**src/rtl/btn_evt_pkg.sv**
```systemverilog
// Shared types for the button event detector: FSM state encoding and the
// counter-width helper used to size the shared hold/window counter.
// No ports; imported by button_event_detector.
package btn_evt_pkg;

  typedef enum logic [2:0] {
    IDLE           = 3'd0,
    PRESSED        = 3'd1,
    LONG_HELD      = 3'd2,
    WAIT_SECOND    = 3'd3,
    SECOND_PRESSED = 3'd4
  } state_t;

  // Bits needed to hold any value 0..max(a, b).
  function automatic int cnt_width(input int a, input int b);
    int m;
    m = (a > b) ? a : b;
    return $clog2(m + 1);
  endfunction

endpackage

```
**src/rtl/edge_detect.sv**
```systemverilog
// Purpose: rise/fall detector on the debounced level, muted until the first
//   sample after reset so a button held through reset produces no edge.
// Latency: combinational rise_o/fall_o against the registered sample in_q.
// Backpressure: none; free-running every cycle.
// Ports: clk_i, rst_i (sync, active-high), in_i level -> rise_o, fall_o.
module edge_detect (
  input  logic clk_i,
  input  logic rst_i,
  input  logic in_i,
  output logic rise_o,
  output logic fall_o
);

  logic in_q;
  logic armed_q;

  always_ff @(posedge clk_i) begin
    if (rst_i) begin
      in_q    <= 1'b0;
      armed_q <= 1'b0;
    end else begin
      in_q    <= in_i;
      armed_q <= 1'b1;
    end
  end

  // Unarmed, in_q still holds its reset value, so edges are suppressed
  // until in_q has captured a real sample.
  assign rise_o = armed_q &  in_i & ~in_q;
  assign fall_o = armed_q & ~in_i &  in_q;

endmodule

```
**src/rtl/button_event_detector.sv**
```systemverilog
// Purpose: classify debounced button level into press/release/short/long/
//   double-click single-cycle pulses.
// Latency: 1 cycle from sampled input change to registered output pulse.
// Backpressure: none; pulses are fire-and-forget, every cycle.
// Ports: clk, rst (sync, active-high), debounced_in -> held, press_pulse,
//   release_pulse, short_press, long_press, double_click.
module button_event_detector
  import btn_evt_pkg::*;
#(
  parameter int long_press_cycles = 50,
  parameter int dbl_click_window  = 20
) (
  input  logic clk,
  input  logic rst,
  input  logic debounced_in,
  output logic held,
  output logic press_pulse,
  output logic release_pulse,
  output logic short_press,
  output logic long_press,
  output logic double_click
);

  localparam int CW = cnt_width(long_press_cycles, dbl_click_window);
  localparam logic [CW-1:0] LONG_LAST = CW'(long_press_cycles - 1);
  localparam logic [CW-1:0] WIN_LAST  = CW'(dbl_click_window - 1);

  logic rise, fall;

  edge_detect u_edge_detect (
    .clk_i  (clk),
    .rst_i  (rst),
    .in_i   (debounced_in),
    .rise_o (rise),
    .fall_o (fall)
  );

  state_t          state_q, state_d;
  logic [CW-1:0]   cnt_q, cnt_d;
  logic            held_q;
  logic            press_q, press_d;
  logic            release_q, release_d;
  logic            short_q, short_d;
  logic            long_q, long_d;
  logic            dbl_q, dbl_d;

  always_ff @(posedge clk) begin
    if (rst) begin
      state_q   <= IDLE;
      cnt_q     <= '0;
      held_q    <= 1'b0;
      press_q   <= 1'b0;
      release_q <= 1'b0;
      short_q   <= 1'b0;
      long_q    <= 1'b0;
      dbl_q     <= 1'b0;
    end else begin
      state_q   <= state_d;
      cnt_q     <= cnt_d;
      held_q    <= debounced_in;
      press_q   <= press_d;
      release_q <= release_d;
      short_q   <= short_d;
      long_q    <= long_d;
      dbl_q     <= dbl_d;
    end
  end

  // Edges take priority over the counter thresholds in every state; the
  // counter is zeroed on each transition and only counts below its limit.
  always_comb begin
    state_d   = state_q;
    cnt_d     = cnt_q;
    press_d   = 1'b0;
    release_d = 1'b0;
    short_d   = 1'b0;
    long_d    = 1'b0;
    dbl_d     = 1'b0;
    unique case (state_q)
      IDLE: begin
        if (rise) begin
          press_d = 1'b1;
          state_d = PRESSED;
          cnt_d   = '0;
        end
      end
      PRESSED: begin
        if (fall) begin
          release_d = 1'b1;
          state_d   = WAIT_SECOND;
          cnt_d     = '0;
        end else if (cnt_q == LONG_LAST) begin
          long_d  = 1'b1;
          state_d = LONG_HELD;
          cnt_d   = '0;
        end else begin
          cnt_d = cnt_q + CW'(1);
        end
      end
      LONG_HELD: begin
        if (fall) begin
          release_d = 1'b1;
          state_d   = IDLE;
          cnt_d     = '0;
        end
      end
      WAIT_SECOND: begin
        if (rise) begin
          press_d = 1'b1;
          state_d = SECOND_PRESSED;
          cnt_d   = '0;
        end else if (cnt_q == WIN_LAST) begin
          short_d = 1'b1;
          state_d = IDLE;
          cnt_d   = '0;
        end else begin
          cnt_d = cnt_q + CW'(1);
        end
      end
      SECOND_PRESSED: begin
        if (fall) begin
          release_d = 1'b1;
          dbl_d     = 1'b1;
          state_d   = IDLE;
          cnt_d     = '0;
        end else if (cnt_q == LONG_LAST) begin
          // Held too long for a double click: first click is dropped.
          long_d  = 1'b1;
          state_d = LONG_HELD;
          cnt_d   = '0;
        end else begin
          cnt_d = cnt_q + CW'(1);
        end
      end
      default: begin
        state_d = IDLE;
        cnt_d   = '0;
      end
    endcase
  end

  assign held          = held_q;
  assign press_pulse   = press_q;
  assign release_pulse = release_q;
  assign short_press   = short_q;
  assign long_press    = long_q;
  assign double_click  = dbl_q;

endmodule
```
**config.mk**
```make
export PLATFORM = sky130hd
export DESIGN_NAME = button_event_detector
export DESIGN_NICKNAME = d
export VERILOG_FILES = /design/src/rtl/btn_evt_pkg.sv /design/src/rtl/edge_detect.sv /design/src/rtl/button_event_detector.sv
export SDC_FILE = /design/constraint.sdc
export NUM_CORES = 1
export LEC_CHECK = 0
export ABC_CLOCK_PERIOD_IN_PS = 2000
export CAP_MARGIN = 30
export CORE_MARGIN = 10
export CORE_UTILIZATION = 52
export CTS_CLUSTER_SIZE = 24
export DETAILED_ROUTE_END_ITERATION = 8
export GPL_TIMING_DRIVEN = 0
export PLACE_DENSITY = 0.75
export RECOVER_POWER = 25
export REMOVE_ABC_BUFFERS = 1
export SLEW_MARGIN = 15
export SYNTH_ARGS = -nofsm -noshare
export SYNTH_HDL_FRONTEND = slang
export SYNTH_SLANG_ARGS = --single-unit
export TNS_END_PERCENT = 100
```
**constraint.sdc**
```tcl
create_clock -name clk -period 2 [get_ports clk]
set_input_delay 0.5 -clock clk [delete_from_list [all_inputs] [get_ports clk]]
set_output_delay 0.5 -clock clk [all_outputs]
set_load 0.05 [all_outputs]
```
Word level (Yosys, flattened, before mapping)

Cells that the tools add are included.
W data, S select, Z words.

Bits in registers: 16
Latch bits: 0
RAM bits: 0
Memory bits (read-only): 0
Input bits: 3
Output and inout bits: 6
Word-level logic and storage cells: 61
Memories: 0

$add $sub $neg: 1
$mul: 0
Divide/modulo/power cells: 0
Order comparisons: 0
Equal/unequal tests: 9
Shift operators: 0
Multiplexer cells: 20
Bitwise gates (word level): 11
Reduce and logical (&&, ||, !) cells: 11

Operator list:

| operator              | count |
|---|---|
| $mux W6               | 6 |
| $pmux W6 S4           | 1 |
| $mux W3               | 7 |
| $pmux W3 S5           | 1 |
| $reduce_or A2 Y1      | 5 |
| $reduce_or A3 Y1      | 3 |
| $not A1 Y1            | 7 |
| $add A6 B1 Y6 const B | 1 |
| $eq A3 B2 Y1 const B  | 2 |
| $eq A6 B5 Y1 const B  | 1 |
| $eq A6 B6 Y1 const B  | 1 |
| $mux W1               | 5 |
| $and A1 B1 Y1         | 4 |
| $ne A2 B2 Y1 const B  | 2 |
| $eq A3 B1 Y1 const B  | 1 |
| $eq A3 B3 Y1 const B  | 1 |
| $logic_not A3 Y1      | 1 |
| $ne A3 B3 Y1 const B  | 1 |
| $reduce_and A3 Y1     | 1 |
| $reduce_and A2 Y1     | 1 |

Logic depth before layout (Yosys ltp)

Word-level depth: 5
Gate-level depth with buffers: 6
Depth with buffers taken out: 6

Hierarchy

From an unflattened synthesis, not the netlist that was laid out.

Cells, all modules: 98
Area, all modules: 865.8 µm²

Modules (own cells, without submodules):

| module                | times used | cells an instance | area an instance (µm²) | sequential area each (µm²) |
|---|---|---|---|---|
| button_event_detector | 1          | 92                | 798.3                  | 300.3 |
| edge_detect           | 1          | 6                 | 67.6                   | 40.0 |

Least setup slack after synthesis

OpenSTA, ideal clock, no wires.

Path type: register to register
Start: register held (netlist name)
End: register cnt_q[2]
Library setup time: 0.075 ns
Arrival time: 1.564 ns
Data required time: 1.925 ns
Setup slack: 0.362 ns
Stages on the path, launching flop included: 6
Buffers on the path: 0
Clock period less this slack: 1.638 ns
Cells stage by stage: dfxtp_1 -> nand3b_1 -> nand3_1 -> o22ai_4 -> nand3b_2 -> a31oi_1

RTL lines:

| element              | RTL line                    | text |
|---|---|---|
| end signal, assigned | button_event_detector.sv:59 | `cnt_q <= cnt_d;` |
| end, declared        | button_event_detector.sv:39 | `logic [CW-1:0] cnt_q, cnt_d;` |

Worst setup path in the final report

Start: register short_q, in the netlist short_press
End: output short_press

RTL lines:

| element                | RTL line                    | text |
|---|---|---|
| start, declared        | button_event_detector.sv:43 | `logic short_q, short_d;` |
| start signal, assigned | button_event_detector.sv:63 | `short_q <= short_d;` |
| end, declared          | button_event_detector.sv:19 | `output logic short_press,` |

No word-level cell between the ends.

==> results by group <==
Global routing
  • Vias in the first global route: ~600
  • First-pass GRT wire length: 2.54 mm
  • Overflow after GRT: 0
  • All-layer global routing usage: 0.0970
  • Largest net degree at the start of global routing: 16
  • Initial antenna violation count: 0

Routing
  • Met3 wire len: around 110 um
  • WL met2: ~690 um
  • DRT Pass-1 Iters: 4
  • Max Used Layer: met4
  • DR vias/cell: 5.80
  • Drt total wl: around 1.5 mm
  • Initial drt markers: 20
  • DRC errors left: 0
  • WL/cell: 13.6 um
  • Routed Antenna Nets: 0
  • M1 wire length: roughly 720 um
  • Vias: between 600 and 700

Worst setup path
  • Kind of cell adding the most delay to the critical path: buffers and inverters
  • Crit end category: primary output
  • Startpoint Class: flop
  • Crit path max fanout: 1
  • R2R cell count: 5
  • Worst path bufs/invs: 1
  • Worst R2R Setup Slack: 0.29 ns
  • Crit Reg-Reg Endpoint: cnt_q[1]$_SDFFE_PP0P_
  • Worst Path Arrival: between 1 and 1.5 ns
  • CP peak stage delay: around 0.79 ns
  • Crit Path Class: flop to primary output
  • Req. time, crit path: 1.50 ns
  • CP Cell Sequence: clkdlybuf4s50_1
  • Crit path max-delay cell type: clkdlybuf4s50_1
  • Worst r2r src: cnt_q[4]$_SDFFE_PP0P_

Placement
  • Dpl cells: approximately 110
  • Post-DP HPWL: 1.07 mm
  • Post-place instance area: 855 um2
  • Placer congestion estimate: between 0.7 and 0.8
  • DP Worst Slack: -0.237 ns
  • Port Buffer Count: 8

Clock network
  • CTS tree: yes
  • CTS Sinks: 16
  • Later-pin clock latency in the skew report: 0.29 ns
  • CTS Buffer Depth: 2
  • H-Tree Depth: 1
  • Clock Pin Slew Worst Setup and Hold Paths: 0.09 ns
  • Inserted Clock Buffers: 3
  • Clk root buf: clkbuf_4
  • Hold-fix buffers at CTS: 0

Hold path
  • Hold depth: 2
  • Min-delay src: cnt_q[4]$_SDFFE_PP0P_
  • Worst Hold Class: flop to flop
  • Min-Delay Endpoint: cnt_q[4]$_SDFFE_PP0P_

Timing
  • Max-slew violations: 0
  • Final setup fails: 0
  • Period minus WS final: approximately 1.9 ns
  • Worst-Margin Slew: roughly 0.54 ns
  • F_max: around 0.52 GHz
  • Clk_skew: about 0.0047 ns
  • Fin crit share: 0.954
  • Final hold vios: 0
  • Slew margin rel.: 0.638
  • RSZ-0062 raised after global routing: no
  • Setup slack after layout: 0.0918 ns

Die
  • Die footprint: around 3400 um2
  • Initial Util: 0.565
  • Core Area: 1350 um2
  • Std-Cell Rows: 13
  • Die Span Y: 58.3 um
  • Number of top-level pins: 9
  • Die X: approximately 58 um

Layout
  • Final-stage net count: roughly 100
  • Layout area overhead: 18.5%
  • Layout cell share with drive strength beyond 1: 0.0918
  • Fill cells: about 130
  • Finished Cell Area: a little over 900 um2
  • Diode count: 0
  • Post-route insts no fill: 113
  • Commonest non-fill, non-tap cell in the layout: dfxtp_1
  • Highest-count cells in the layout ignoring fill and taps: 16 x dfxtp_1, 10 x nor2_1, 7 x nand3_1
  • Post-route core utilization: 0.670

Pwr
  • Clock power frac: 0.353
  • PD cells: 669 nW/um2
  • Combinational group share of total power: 0.097
  • Pleak: between 0.3 and 0.4 nW
  • Internal Power: approximately 0.46 mW
  • Flop pwr share: 0.550
  • Psw: between 0.1 and 0.15 mW
  • Peak supply drop: roughly 0.49 mV
  • Sw frac: 0.243

Outcome
  • Status: finished, final reports clean

Yosys
  • Synthesized area: around 760 um2
  • Flops & latches, synth: 16
  • Gate Count Post-Synth: 87
  • Yosys warnings: 0
  • Avg Synthesized Cell Area: 8.77 um2
  • Sequential share of the synthesized area: 0.420
  • Unique masters post-synth: 30

Run
  • Max-Cap Viols: 0
repair_timing:
| item | in CTS | in global routing |
|---|---|---|
| hold endpoints to repair | 0 | 0 |
| gates resized for setup | 1 | 1 |
| buffers inserted | 0 | 0 |
| endpoints found under the setup margin | 1 | 3 |
| pin swaps | 0 | 1 |
| gates cloned | 0 | 1 |
Yosys cell counts (all sizes together):
master	instances	share of area
dfxtp	16	0.42
nor2	10	0.049
nand3	7	0.046
nand2	5	0.025
o21ai	5	0.033
a22oi	4	0.039
inv	4	0.020
nand3b	4	0.044
a21oi	3	0.020
nor4	3	0.025
a211oi	2	0.026
and3b	2	0.023
clkbuf	2	0.0098
ha	2	0.033
nand2b	2	0.016
nor2b	2	0.016
nor3b	2	0.020
o22a	2	0.023
o22ai	2	0.034
a311o	1	0.013
a31oi	1	0.0082
and2b	1	0.0098
mux2i	1	0.013
nand4	1	0.0082
nor3	1	0.0066
or2	1	0.0082
xor2	1	0.011
kinds of logic after synthesis:
kind of cell | Yosys count | share of synthesized area
AOI/OAI and AO/OA | 20 | 0.197
xor gates and xnor gates | 1 | 0.0115
adders and majority gates | 2 | 0.0328
buffers and inverters | 6 | 0.0295
DFF | 16 | 0.420
muxes | 1 | 0.0131
and+or+nand+nor | 41 | 0.297
stage by stage:
step                      total power [mW]  hold WS (ns)  setup TNS (ns)
final                                0.605         0.520               0
after CTS                            0.610         0.521               0
after floorplan                      0.378         0.472               0
after global routing                 0.632         0.556               0
after global placement               0.397         0.499           -1.19
after detailed placement             0.399         0.508           -1.41
flip-flops by register name, indices dropped and copies added (netlist names):
name and count:
press_pulse 1, long_press 1, held 1, state_q 3, release_pulse 1, u_edge_detect.armed_q 1, cnt_q 6, double_click 1
short_press 1
worst register-to-register path: stages, from the launching register on:
cell     delay, ns
dfxtp_1       0.40
nor3b_1       0.39
a311o_1       0.38
o22ai_2       0.18
a22oi_1       0.18
nor2_1        0.06
worst max-delay path by stage:
stage                           start                    end  slack, ns  depth (start not counted)
2_1_floorplan         held$_SDFF_PP0_  cnt_q[2]$_SDFFE_PP0P_       0.36                          5
3_3_place_gp             debounced_in  cnt_q[5]$_SDFFE_PP0P_      -0.21                          6
3_5_place_dp             debounced_in  cnt_q[2]$_SDFFE_PP0P_      -0.24                          6
4_1_cts                  debounced_in  cnt_q[3]$_SDFFE_PP0P_       0.07                          6
5_1_grt        press_pulse$_SDFF_PP0_            press_pulse       0.04                          1
6_report       short_press$_SDFF_PP0_            short_press       0.09                          1
power groups by stage:
| stage | logic [mW] | clock network (mW) | registers [mW] |
|---|---|---|---|
| final | 0.0589 | 0.214 | 0.333 |
| after global routing | 0.0649 | 0.232 | 0.335 |
| after CTS | 0.0581 | 0.219 | 0.333 |
| after detailed placement | 0.0587 | 0 | 0.340 |
| after global placement | 0.0575 | 0 | 0.340 |
| after floorplan | 0.0325 | 0 | 0.346 |
area by class of cell:
class                      instances  area [um2]  area share
sequential                        16         320       0.354
timing repair buffer               8        81.3      0.0899
inverter                           4        15.0      0.0166
clock buffer                       4        36.3      0.0401
multi-input combinational         66         433       0.479
tap                               15        18.8      0.0207
metal layers:
metal,GRT usage,vias up
li1,-,343
met1,0.107,295
met2,0.141,15
met3,0.0536,2
met4,0.0604,0
met5,0,-
No activity file was read; power rests on OpenSTA's default activity.
